`src/rtl/piso_tx_ctrl.sv`:
```
// piso_tx_ctrl: valid/ready word intake into a one-word hold, then MSB-first serialisation
// at DIV clocks per bit with GAP idle bit periods. Define PARITY_EN to append an even-parity bit.
module piso_tx_ctrl #(
    parameter int WIDTH = 4,
    parameter int DIV   = 1,
    parameter int GAP   = 1
) (
    input  logic             clk,
    input  logic             rst,
    input  logic             in_valid,
    input  logic [WIDTH-1:0] in_data,
    output logic             in_ready,
    output logic             serial_out,
    output logic             frame,
    output logic             done,
    output logic             busy
);
    localparam int DIV_W   = (DIV > 1) ? $clog2(DIV) : 1;
    localparam int BIT_W   = $clog2(WIDTH);
    localparam int GAP_CYC = GAP * DIV;
    localparam int GAP_W   = (GAP_CYC > 1) ? $clog2(GAP_CYC) : 1;

    localparam logic [DIV_W-1:0] DIV_LAST = DIV_W'(DIV - 1);
    localparam logic [BIT_W-1:0] BIT_LAST = BIT_W'(WIDTH - 1);
    localparam logic [GAP_W-1:0] GAP_LAST = GAP_W'((GAP_CYC > 0) ? GAP_CYC - 1 : 0);

    localparam logic [1:0] S_IDLE  = 2'd0;
    localparam logic [1:0] S_SHIFT = 2'd1;
`ifdef PARITY_EN
    localparam logic [1:0] S_PAR   = 2'd2;
`endif
    localparam logic [1:0] S_GAP   = 2'd3;
    // Where a finished word goes when no back-to-back load happens.
    localparam logic [1:0] S_POST  = (GAP > 0) ? S_GAP : S_IDLE;

    logic [1:0]       state;
    logic [WIDTH-1:0] hold;
    logic             hold_valid;
    logic [WIDTH-1:0] shreg;
    logic [DIV_W-1:0] div_cnt;
    logic [BIT_W-1:0] bit_cnt;
    logic [GAP_W-1:0] gap_cnt;
`ifdef PARITY_EN
    logic             par_bit;
`endif

    logic accept;
    logic last_tick;
    logic last_bit;
    logic word_end;
    logic gap_end;
    logic load;

    assign accept    = in_valid && !hold_valid;
    assign last_tick = (div_cnt == DIV_LAST);
    assign last_bit  = (bit_cnt == BIT_LAST);
`ifdef PARITY_EN
    assign word_end  = (state == S_PAR) && last_tick;
`else
    assign word_end  = (state == S_SHIFT) && last_tick && last_bit;
`endif
    assign gap_end   = (state == S_GAP) && (gap_cnt == GAP_LAST);
    // With no gap, a held word loads on the last tick so its MSB follows the LSB directly.
    assign load      = hold_valid && ((state == S_IDLE) || gap_end || (word_end && (GAP == 0)));

    // NOTE: all state here uses non-blocking assignments so every register sees pre-edge values.
    always_ff @(posedge clk) begin
        if (rst) begin
            state      <= S_IDLE;
            hold       <= '0;
            hold_valid <= 1'b0;
            shreg      <= '0;
            div_cnt    <= '0;
            bit_cnt    <= '0;
            gap_cnt    <= '0;
`ifdef PARITY_EN
            par_bit    <= 1'b0;
`endif
        end else begin
            if (accept) begin
                hold       <= in_data;
                hold_valid <= 1'b1;
            end
            if (load) begin
                state      <= S_SHIFT;
                shreg      <= hold;
                hold_valid <= 1'b0;
                div_cnt    <= '0;
                bit_cnt    <= '0;
                gap_cnt    <= '0;
`ifdef PARITY_EN
                par_bit    <= ^hold;
`endif
            end else begin
                case (state)
                    S_SHIFT: begin
                        if (last_tick) begin
                            div_cnt <= '0;
                            shreg   <= {shreg[WIDTH-2:0], 1'b0};
                            if (last_bit) begin
                                bit_cnt <= '0;
`ifdef PARITY_EN
                                state   <= S_PAR;
`else
                                state   <= S_POST;
`endif
                            end else begin
                                bit_cnt <= bit_cnt + 1'b1;
                            end
                        end else begin
                            div_cnt <= div_cnt + 1'b1;
                        end
                    end
`ifdef PARITY_EN
                    S_PAR: begin
                        if (last_tick) begin
                            div_cnt <= '0;
                            state   <= S_POST;
                        end else begin
                            div_cnt <= div_cnt + 1'b1;
                        end
                    end
`endif
                    S_GAP: begin
                        if (gap_end) begin
                            gap_cnt <= '0;
                            state   <= S_IDLE;
                        end else begin
                            gap_cnt <= gap_cnt + 1'b1;
                        end
                    end
                    default: state <= S_IDLE;
                endcase
            end
        end
    end

    assign in_ready = !hold_valid;
    assign busy     = (state != S_IDLE) || hold_valid;
    assign done     = word_end;
`ifdef PARITY_EN
    assign frame      = (state == S_SHIFT) || (state == S_PAR);
    assign serial_out = (state == S_SHIFT) ? shreg[WIDTH-1] : ((state == S_PAR) && par_bit);
`else
    assign frame      = (state == S_SHIFT);
    assign serial_out = frame && shreg[WIDTH-1];
`endif

endmodule
```
`config.mk`:
```
export PLATFORM = sky130hd
export DESIGN_NAME = piso_tx_ctrl
export DESIGN_NICKNAME = d
export VERILOG_FILES = /design/src/rtl/piso_tx_ctrl.sv
export SDC_FILE = /design/constraint.sdc
export NUM_CORES = 1
export LEC_CHECK = 0
export BUFFER_PORTS_ARGS = -buffer_cell sky130_fd_sc_hd__buf_2
export CAP_MARGIN = 20
export CORE_UTILIZATION = 40
export CTS_BUF_LIST = sky130_fd_sc_hd__clkbuf_4
export DETAILED_ROUTE_END_ITERATION = 12
export PLACE_DENSITY_LB_ADDON = 0.05
export REMOVE_ABC_BUFFERS = 1
export SLEW_MARGIN = 20
export SYNTH_ARGS = -nofsm -noshare
export SYNTH_HDL_FRONTEND = slang
export SYNTH_SLANG_ARGS = --single-unit
```
`constraint.sdc`:
```
create_clock -name clk -period 1.3 [get_ports clk]
set_clock_uncertainty 0.1 [all_clocks]
set_input_delay 0.26 -clock clk [delete_from_list [all_inputs] [get_ports clk]]
set_output_delay 0.26 -clock clk [all_outputs]
set_load 0.02 [all_outputs]
```
=== Yosys cells after proc, flatten, opt, wreduce, memory -nomap -nowiden ===
Index checks and enable logic that the tools add are counted.

* Register bits after elaboration: 15

* Multiplexer cells: 11
* Add/sub/neg operators: 3
* Bitwise operators: 2
* Eq/ne operators: 10
* Reduce and logical (&&, ||, !) cells: 17

{| class="wikitable"
|+ Operators by type and width
! kind !! count
|-
| $mux W4 || 3
|-
| $mux W2 || 4
|-
| $logic_and A1 B1 Y1 || 6
|-
| $reduce_and A3 Y1 || 2
|-
| $eq A2 B2 Y1 const B || 2
|-
| $ne A2 B1 Y1 const B || 2
|-
| $ne A2 B2 Y1 const B || 2
|-
| $pmux W2 S2 || 1
|-
| $reduce_and A2 Y1 || 2
|-
| $reduce_bool A2 Y1 || 2
|-
| $mux W1 || 3
|-
| $ne A3 B1 Y1 const B || 1
|-
| $ne A3 B2 Y1 const B || 1
|-
| $ne A3 B3 Y1 const B || 1
|-
| $add A1 B1 Y1 const B || 2
|-
| $add A2 B1 Y2 const B || 1
|-
| $eq A2 B1 Y1 const B || 1
|-
| $logic_not A2 Y1 || 1
|-
| $logic_or A1 B1 Y1 || 2
|-
| $not A1 Y1 || 2
|-
| $reduce_or A2 Y1 || 1
|-
| $logic_not A1 Y1 || 1
|}

=== Longest topological paths before layout ===
Gate-level depths: netlist of run 1.

* Word-level depth: 6
* Mapped depth: 5
* Gate-level depth less buffers: 4

=== Least setup slack after synthesis of run 1 ===
Ideal clock, no wire load.

* Kind: reg-to-output
* Start point: reg state[0]
* End point: out done
* Path buffers: 2
* Cell stages (with the launch flop): 5
* Arrival time: 1.044 ns
* Slack: -0.104 ns
* Path through: dfxtp_1 buf_6 nor2b_1 buf_2 and2_1

* Word-level cells in the longest chain between the ends: 3

{| class="wikitable"
|+ Ends and longest elaborated chain
! what !! line !! RTL
|-
| start: declaration || 36 || <nowiki>logic [1:0] state;</nowiki>
|-
| start signal: assignment || 69 || <nowiki>state <= S_IDLE;</nowiki>
|-
| start signal: assignment || 85 || <nowiki>state <= S_SHIFT;</nowiki>
|-
| start signal: assignment || 105 || <nowiki>state <= S_POST;</nowiki>
|-
| $eq A2 B1 Y1 || -- ||
|-
| via frame || 14 || <nowiki>output logic frame,</nowiki>
|-
| $logic_and A1 B1 Y1 (2 in series) || 60 || <nowiki>assign word_end = (state == S_SHIFT) && last_tick && last_bit;</nowiki>
|-
| end: declaration || 15 || <nowiki>output logic done,</nowiki>
|}

The timed path passes the listed nets, and every way through them passes these cells.

=== Final worst setup path of run 1 ===
* Start point: reg state[0]
* End point: out busy

* Word-level cells in the longest chain between the ends: 2

{| class="wikitable"
|+ Ends and longest elaborated chain
! what !! line !! RTL
|-
| $reduce_bool A2 Y1 || 139 || <nowiki>assign busy = (state != S_IDLE) || hold_valid;</nowiki>
|-
| $logic_or A1 B1 Y1 || 139 ||
|-
| end: declaration || 16 || <nowiki>output logic busy</nowiki>
|}

No other way between the ends.

==> impl_metrics.tcl, run 1 <==
set metrics [dict create \
    outcome "finished, violations left" \
    violations "setup timing" \
    synthTopCellsByArea "dfxtp_1, mux2i_1, a211oi_2, nor2_1, a21oi_1" \
    switchingPower_mw 0.272 \
    slowest_delay_ns 0.37 \
    synthCells 67 \
    start_util_pct 43.3 \
    syn_area_um2 661 \
    syn_to_final_growth_pct 39.4 \
    crit_type "reg -> out" \
    placed_cell_area_um2 757 \
    synthArstFlopShare_pct 0 \
    hold_viol 0 \
    grt_first_pass_wirelength_um 2280 \
    clock.fmax_mhz 663 \
    clk_latency_ns 0.28 \
    diodes 0 \
    die_area_um2 1820 \
    finalWirelength_um 1390 \
    worstMarginPinSlew_ns 0.277 \
    nNetsFinal 100 \
    yosysSeqAreaShare_pct 42.4 \
    layout_min_cycle_time_ns 1.51 \
    grt_overflow 0 \
    drt-initial-drc-count 7 \
    grt_setup_unrepaired "true" \
    ant_nets 0 \
    cts_buffers 3 \
    avgRoutedWirePerCell_um 13.0 \
    final_area_um2 921 \
    internal_power_mw 0.697 \
    synthXorXnorAreaFrac_pct 0 \
    cts_root_buf "clkbuf_4" \
    end_kind "output pin" \
    synth_compound_area_share_pct 12.9 \
    cp.arrival_ns 1.15 \
    clkSinkCount 14 \
    fin_ws_ns -0.209 \
    seqPwrFrac_pct 49.1 \
    drv_cap 0 \
    multi_input_area_um2 384 \
    grt_start_max_net_pins 11 \
    synthAdderAreaFrac_pct 1.89 \
    gp_congestion 0.745 \
    synth_common_cells "dfxtp_1, mux2i_1, nor2_1" \
    crit_path_start_kind "flip-flop" \
    ir_drop_mv 0.727 \
    area.sequential_um2 289 \
    synth_top_area_share_pct 42.4 \
    viasPerCell 5.13 \
    yosys.area.top_type "dfxtp_1" \
    slew_viol_final 0 \
    grt_pass1_vias 510 \
    yosys_warnings 0 \
    rows 14 \
    cts_tree "yes" \
    slowest_stage "or3_4" \
    core-area_um2 1520 \
    hold_class "in -> reg" \
    total_power_mw 0.969 \
    io_pins 12 \
    max-clock-path-buffers 2 \
    port_buffers 11 \
    synth_flop_cell "dfxtp_1" \
    synth-edff-count 0 \
    fp.dieW_um 42.6 \
    cp_cell_sequence "or3_4 > buf_6" \
    critPathMaxFanout 4 \
    drive_above_1_share_pct 52.7 \
    switching_share_pct 28.1 \
    drc_errors 0 \
    leakage_nw 0.407 \
    worstPathRequired_ns 0.94 \
    yosys_register_bits 14 \
    slew_headroom_pct 81.4 \
    setup_viol 16 \
    clkPwrFrac_pct 27.3 \
    synth_top_family_by_area "simple AND/OR/NAND/NOR gates" \
    clkTransAtPathRegs_ns 0.09 \
    first_pass_iters 3 \
    yosys.area_share.simple_pct 22.7 \
    antenna_found_initial 0 \
    die_h_um 42.6 \
    cts-htree-levels 1 \
    num_vias 549 \
    fillers 138 \
    hpwl_um 946 \
    track_usage_pct 16.6 \
    synthMuxAreaShare_pct 15.3 \
    power_density_nw_per_um2 1050 \
    min_period_over_period_pct 116 \
    yosysMostFrequentCell "dfxtp_1" \
    dp_slack_ns -0.0657 \
    synth_cell_types 26 \
    combPwrFrac_pct 23.6 \
    synth.avg_cell_area_um2 9.86 \
]
[area by class of cell]
cell class | instances | area share, %
repair buffers | 24 | 20.8
inverters | 2 | 1.09
flip-flops and latches | 14 | 31.4
well taps | 16 | 2.17
multi-input cells | 47 | 41.7
clock buffers | 3 | 2.45
clock inverters | 1 | 0.408
[critical path: cells and delay by family (launching register included)]
kind,cells,cell delay [ns]
AND/OR/NAND/NOR,1,0.37
buffers and inverters,1,0.14
flip-flops,1,0.36
[state kept, by name, summed over array words and instances (netlist names)]
signal / flops
gap_cnt: 1
hold_valid: 1
hold: 4
bit_cnt: 2
state: 2
shreg: 4
[final timing paths]
check	start	end	slack [ns]	cells past startpoint
max	state[0]	busy	-0.21	2
min	rst	hold[0]	0.05	2
max reg2reg	state[0]	shreg[1]	-0.13	4
min reg2reg	hold[3]	hold[3]	0.41	2
[layout by cell type, fill, tap and decap left out, types with 2 or more instances in the layout]
cell type   n
a211oi_2    3
buf_2       6
and2_4      3
a21oi_1     4
buf_4      11
dfxtp_4     2
nor3_1      3
nand2_1     2
dfxtp_1    11
nor2_1      7
mux2i_1     9
buf_6       7
clkbuf_4    3
[cells by family after synthesis]
group / after synthesis
and+or+nand+nor: 26
DFF: 14
AOI/OAI and AO/OA: 10
muxes: 10
buffers and inverters: 6
adders and majority gates: 1
[metal layers]
layer | part of all wire, % | GRT usage, % | vias to the layer above | wire length (um)
met1 | 49 | 21.5 | 248 | 676
met3 | 3.5 | 5.17 | 2 | 48
li1 | - | - | 287 | -
met5 | 0 | 0 | - | 0
met4 | 0.72 | 5.63 | 0 | 10
met2 | 47 | 25.8 | 12 | 650
[stage by stage]
step / hold slack, ns / util, % / std cells / TNS [ns]
2_1_floorplan: 0.225 / - / 63 / -3.17
3_3_place_gp: 0.350 / 49.7 / 96 / -0.0837
3_5_place_dp: 0.353 / 49.7 / 96 / -0.190
4_1_cts: 0.0449 / 55.7 / 103 / -1.29
5_1_grt: 0.0391 / 60.4 / 107 / -2.09
6_report: 0.0457 / 60.4 / 107 / -1.39
[power by group through the flow]
stage / Sequential [mW] / Combinational, mW / Clock (mW)
6_report: 0.476 / 0.229 / 0.264
5_1_grt: 0.480 / 0.248 / 0.295
4_1_cts: 0.477 / 0.202 / 0.271
3_5_place_dp: 0.488 / 0.172 / 0
3_3_place_gp: 0.487 / 0.169 / 0
2_1_floorplan: 0.485 / 0.112 / 0
[repair_timing]
| action | 4_1_cts | 5_1_grt |
|---|---|---|
| pin swaps | 1 | 4 |
| endpoints found under the setup margin | 8 | 17 |
| setup buffers | 3 | 5 |
| hold buffers | 0 | 0 |
| resized for setup | 18 | 12 |
No activity file was read; power rests on OpenSTA's default activity.
==> run 2: changes to the inputs <==
Settings changed: ABC_AREA set to 1, CAP_MARGIN 20 to unset.
==> impl_metrics.tcl, run 2 <==
set metrics [dict create \
    viasPerCell 4.59 \
    worstMarginPinSlew_ns 0.246 \
    drt-initial-drc-count 6 \
    synth-edff-count 0 \
    synth.avg_cell_area_um2 7.57 \
    fin_ws_ns -0.175 \
    min_period_over_period_pct 113 \
    met1_usage_pct 20.4 \
    track_usage_pct 17.4 \
    grt_start_max_net_pins 11 \
    num_vias 569 \
    setup_viol 4 \
    port_buffers 11 \
    slew_headroom_pct 83.6 \
    cts_root_buf "clkbuf_4" \
    worstPathRequired_ns 0.94 \
    crit_path_start_kind "flip-flop" \
    clkPwrFrac_pct 27.8 \
    leakage_nw 0.383 \
    io_pins 12 \
    finalWirelength_um 1300 \
    hpwl_um 893 \
    syn_to_final_growth_pct 31.7 \
    violations "setup timing" \
    grt_pass1_vias 548 \
    critPathMaxFanout 6 \
    top_usage_layer "met2" \
    cts-htree-levels 1 \
    total_power_mw 0.958 \
    ir_drop_mv 0.682 \
    cts_tree "yes" \
    yosysMostFrequentCell "nand2_1" \
    synthArstFlopShare_pct 0 \
    yosysSeqAreaShare_pct 43.6 \
    internal_power_mw 0.664 \
    max-clock-path-buffers 2 \
    hold_buffers 0 \
    yosys_register_bits 14 \
    avgRoutedWirePerCell_um 10.5 \
    clock.fmax_mhz 678 \
    grt_use_met2_pct 28.1 \
    grt_overflow 0 \
    end_kind "output pin" \
    synth_common_cells "nand2_1, dfxtp_1, inv_1" \
    yosys.area.top_type "dfxtp_1" \
    grtUsageMet3_pct 3.02 \
    outcome "finished, violations left" \
    clk_latency_ns 0.29 \
    drv_cap 0 \
    hold_class "in -> reg" \
    switchingPower_mw 0.294 \
    tns_ns -0.518 \
    ant_nets 0 \
    slew_viol_final 0 \
    power_density_nw_per_um2 1130 \
    first_pass_iters 2 \
    seqPwrFrac_pct 49.4 \
    crit_type "reg -> out" \
    grt_first_pass_wirelength_um 2280 \
    synthCells 85 \
    layout_commonest_cell "nand2_1" \
    yosys_warnings 0 \
    synthTopCellsByArea "dfxtp_1, nand2_1, a21oi_1, nand3_1, inv_1" \
    clkTransAtPathRegs_ns 0.09 \
    rows 14 \
    final_cell_mix "nand2_1, buf_4, inv_1, dfxtp_1" \
    nNetsFinal 117 \
    hold_viol 0 \
    die_h_um 42.1 \
    switching_share_pct 30.7 \
    die_area_um2 1770 \
    cp.arrival_ns 1.11 \
    synth_flop_cell "dfxtp_1" \
    syn_area_um2 643 \
    combPwrFrac_pct 22.8 \
    start_util_pct 42.7 \
    antenna_found_initial 0 \
    synth_cell_types 17 \
    gp_congestion 0.767 \
    cts_buffers 3 \
    grt_setup_unrepaired "true" \
    layout_min_cycle_time_ns 1.47 \
    largestRegisters "hold x4, shreg x4" \
    synth_top_area_share_pct 43.6 \
    drc_errors 0 \
    fp.dieW_um 42.1 \
    clkSinkCount 14 \
    diodes 0 \
    drive_above_1_share_pct 38.9 \
    core-area_um2 1510 \
]
[run 2: path summary, 6_finish.rpt]
kind,depth (start not counted),slack [ns],end,start
worst max-delay path,4,-0.17,frame,state[0]
worst max register to register,8,0.03,state[0],state[0]
worst min register to register,2,0.35,gap_cnt,gap_cnt
worst min-delay path,2,0.08,shreg[0],rst
[run 2: critical path, stage by stage, from the launching register on]
cell	delay [ns]
dfxtp_2	0.34
inv_2	0.06
nor2_4	0.14
buf_4	0.16
buf_4	0.14
[run 2: timing repair]
| action | in CTS | in global routing |
|---|---|---|
| cloned | 0 | 0 |
| setup buffers | 5 | 1 |
| pin swaps | 1 | 2 |
| setup endpoints to repair | 4 | 4 |
| resized for setup | 14 | 4 |
[run 2: final cells by class]
type,count,area (um2)
Clock buffer,3,22.5
Clock inverter,1,3.75
Fill cell,151,659
Inverter,14,55.1
Multi-Input combinational cell,56,318
Sequential cell,14,288
Tap cell,16,20.0
Timing Repair Buffer,20,140
[run 2: per-layer routing]
metal	part of all wire, %	wire (um)
met1	51	658
met2	44	570
met3	3.2	41
met4	2.4	31
met5	0	0
[run 2: per-stage QoR]
step                      hold WS [ns]  setup slack [ns]  util, %  instances  cell area, um2
after floorplan                  0.229            -0.139        -         84             638
final                           0.0850            -0.175     56.2        124             847
after global placement           0.331            0.0838     48.8        114             736
after global routing            0.0811            -0.222     56.2        124             847
after detailed placement         0.334            0.0536     48.8        114             736
after CTS                       0.0798            -0.147     55.1        123             830
[run 2: logic make-up after synthesis]
family | Yosys count | share of synthesized area (%)
flip-flops | 14 | 43.6
AO/OA/AOI/OAI | 16 | 13.2
adder cells (fa/ha/maj) | 1 | 1.95
AND/OR/NAND/NOR | 39 | 32.3
buffers and inverters | 15 | 8.95
[run 2: power groups by stage]
stage	combinational, mW	sequential, mW	clock [mW]
finish	0.218	0.473	0.267
global route	0.243	0.478	0.284
CTS	0.206	0.472	0.270
detailed placement	0.177	0.485	0
global placement	0.176	0.484	0
floorplan	0.118	0.486	0
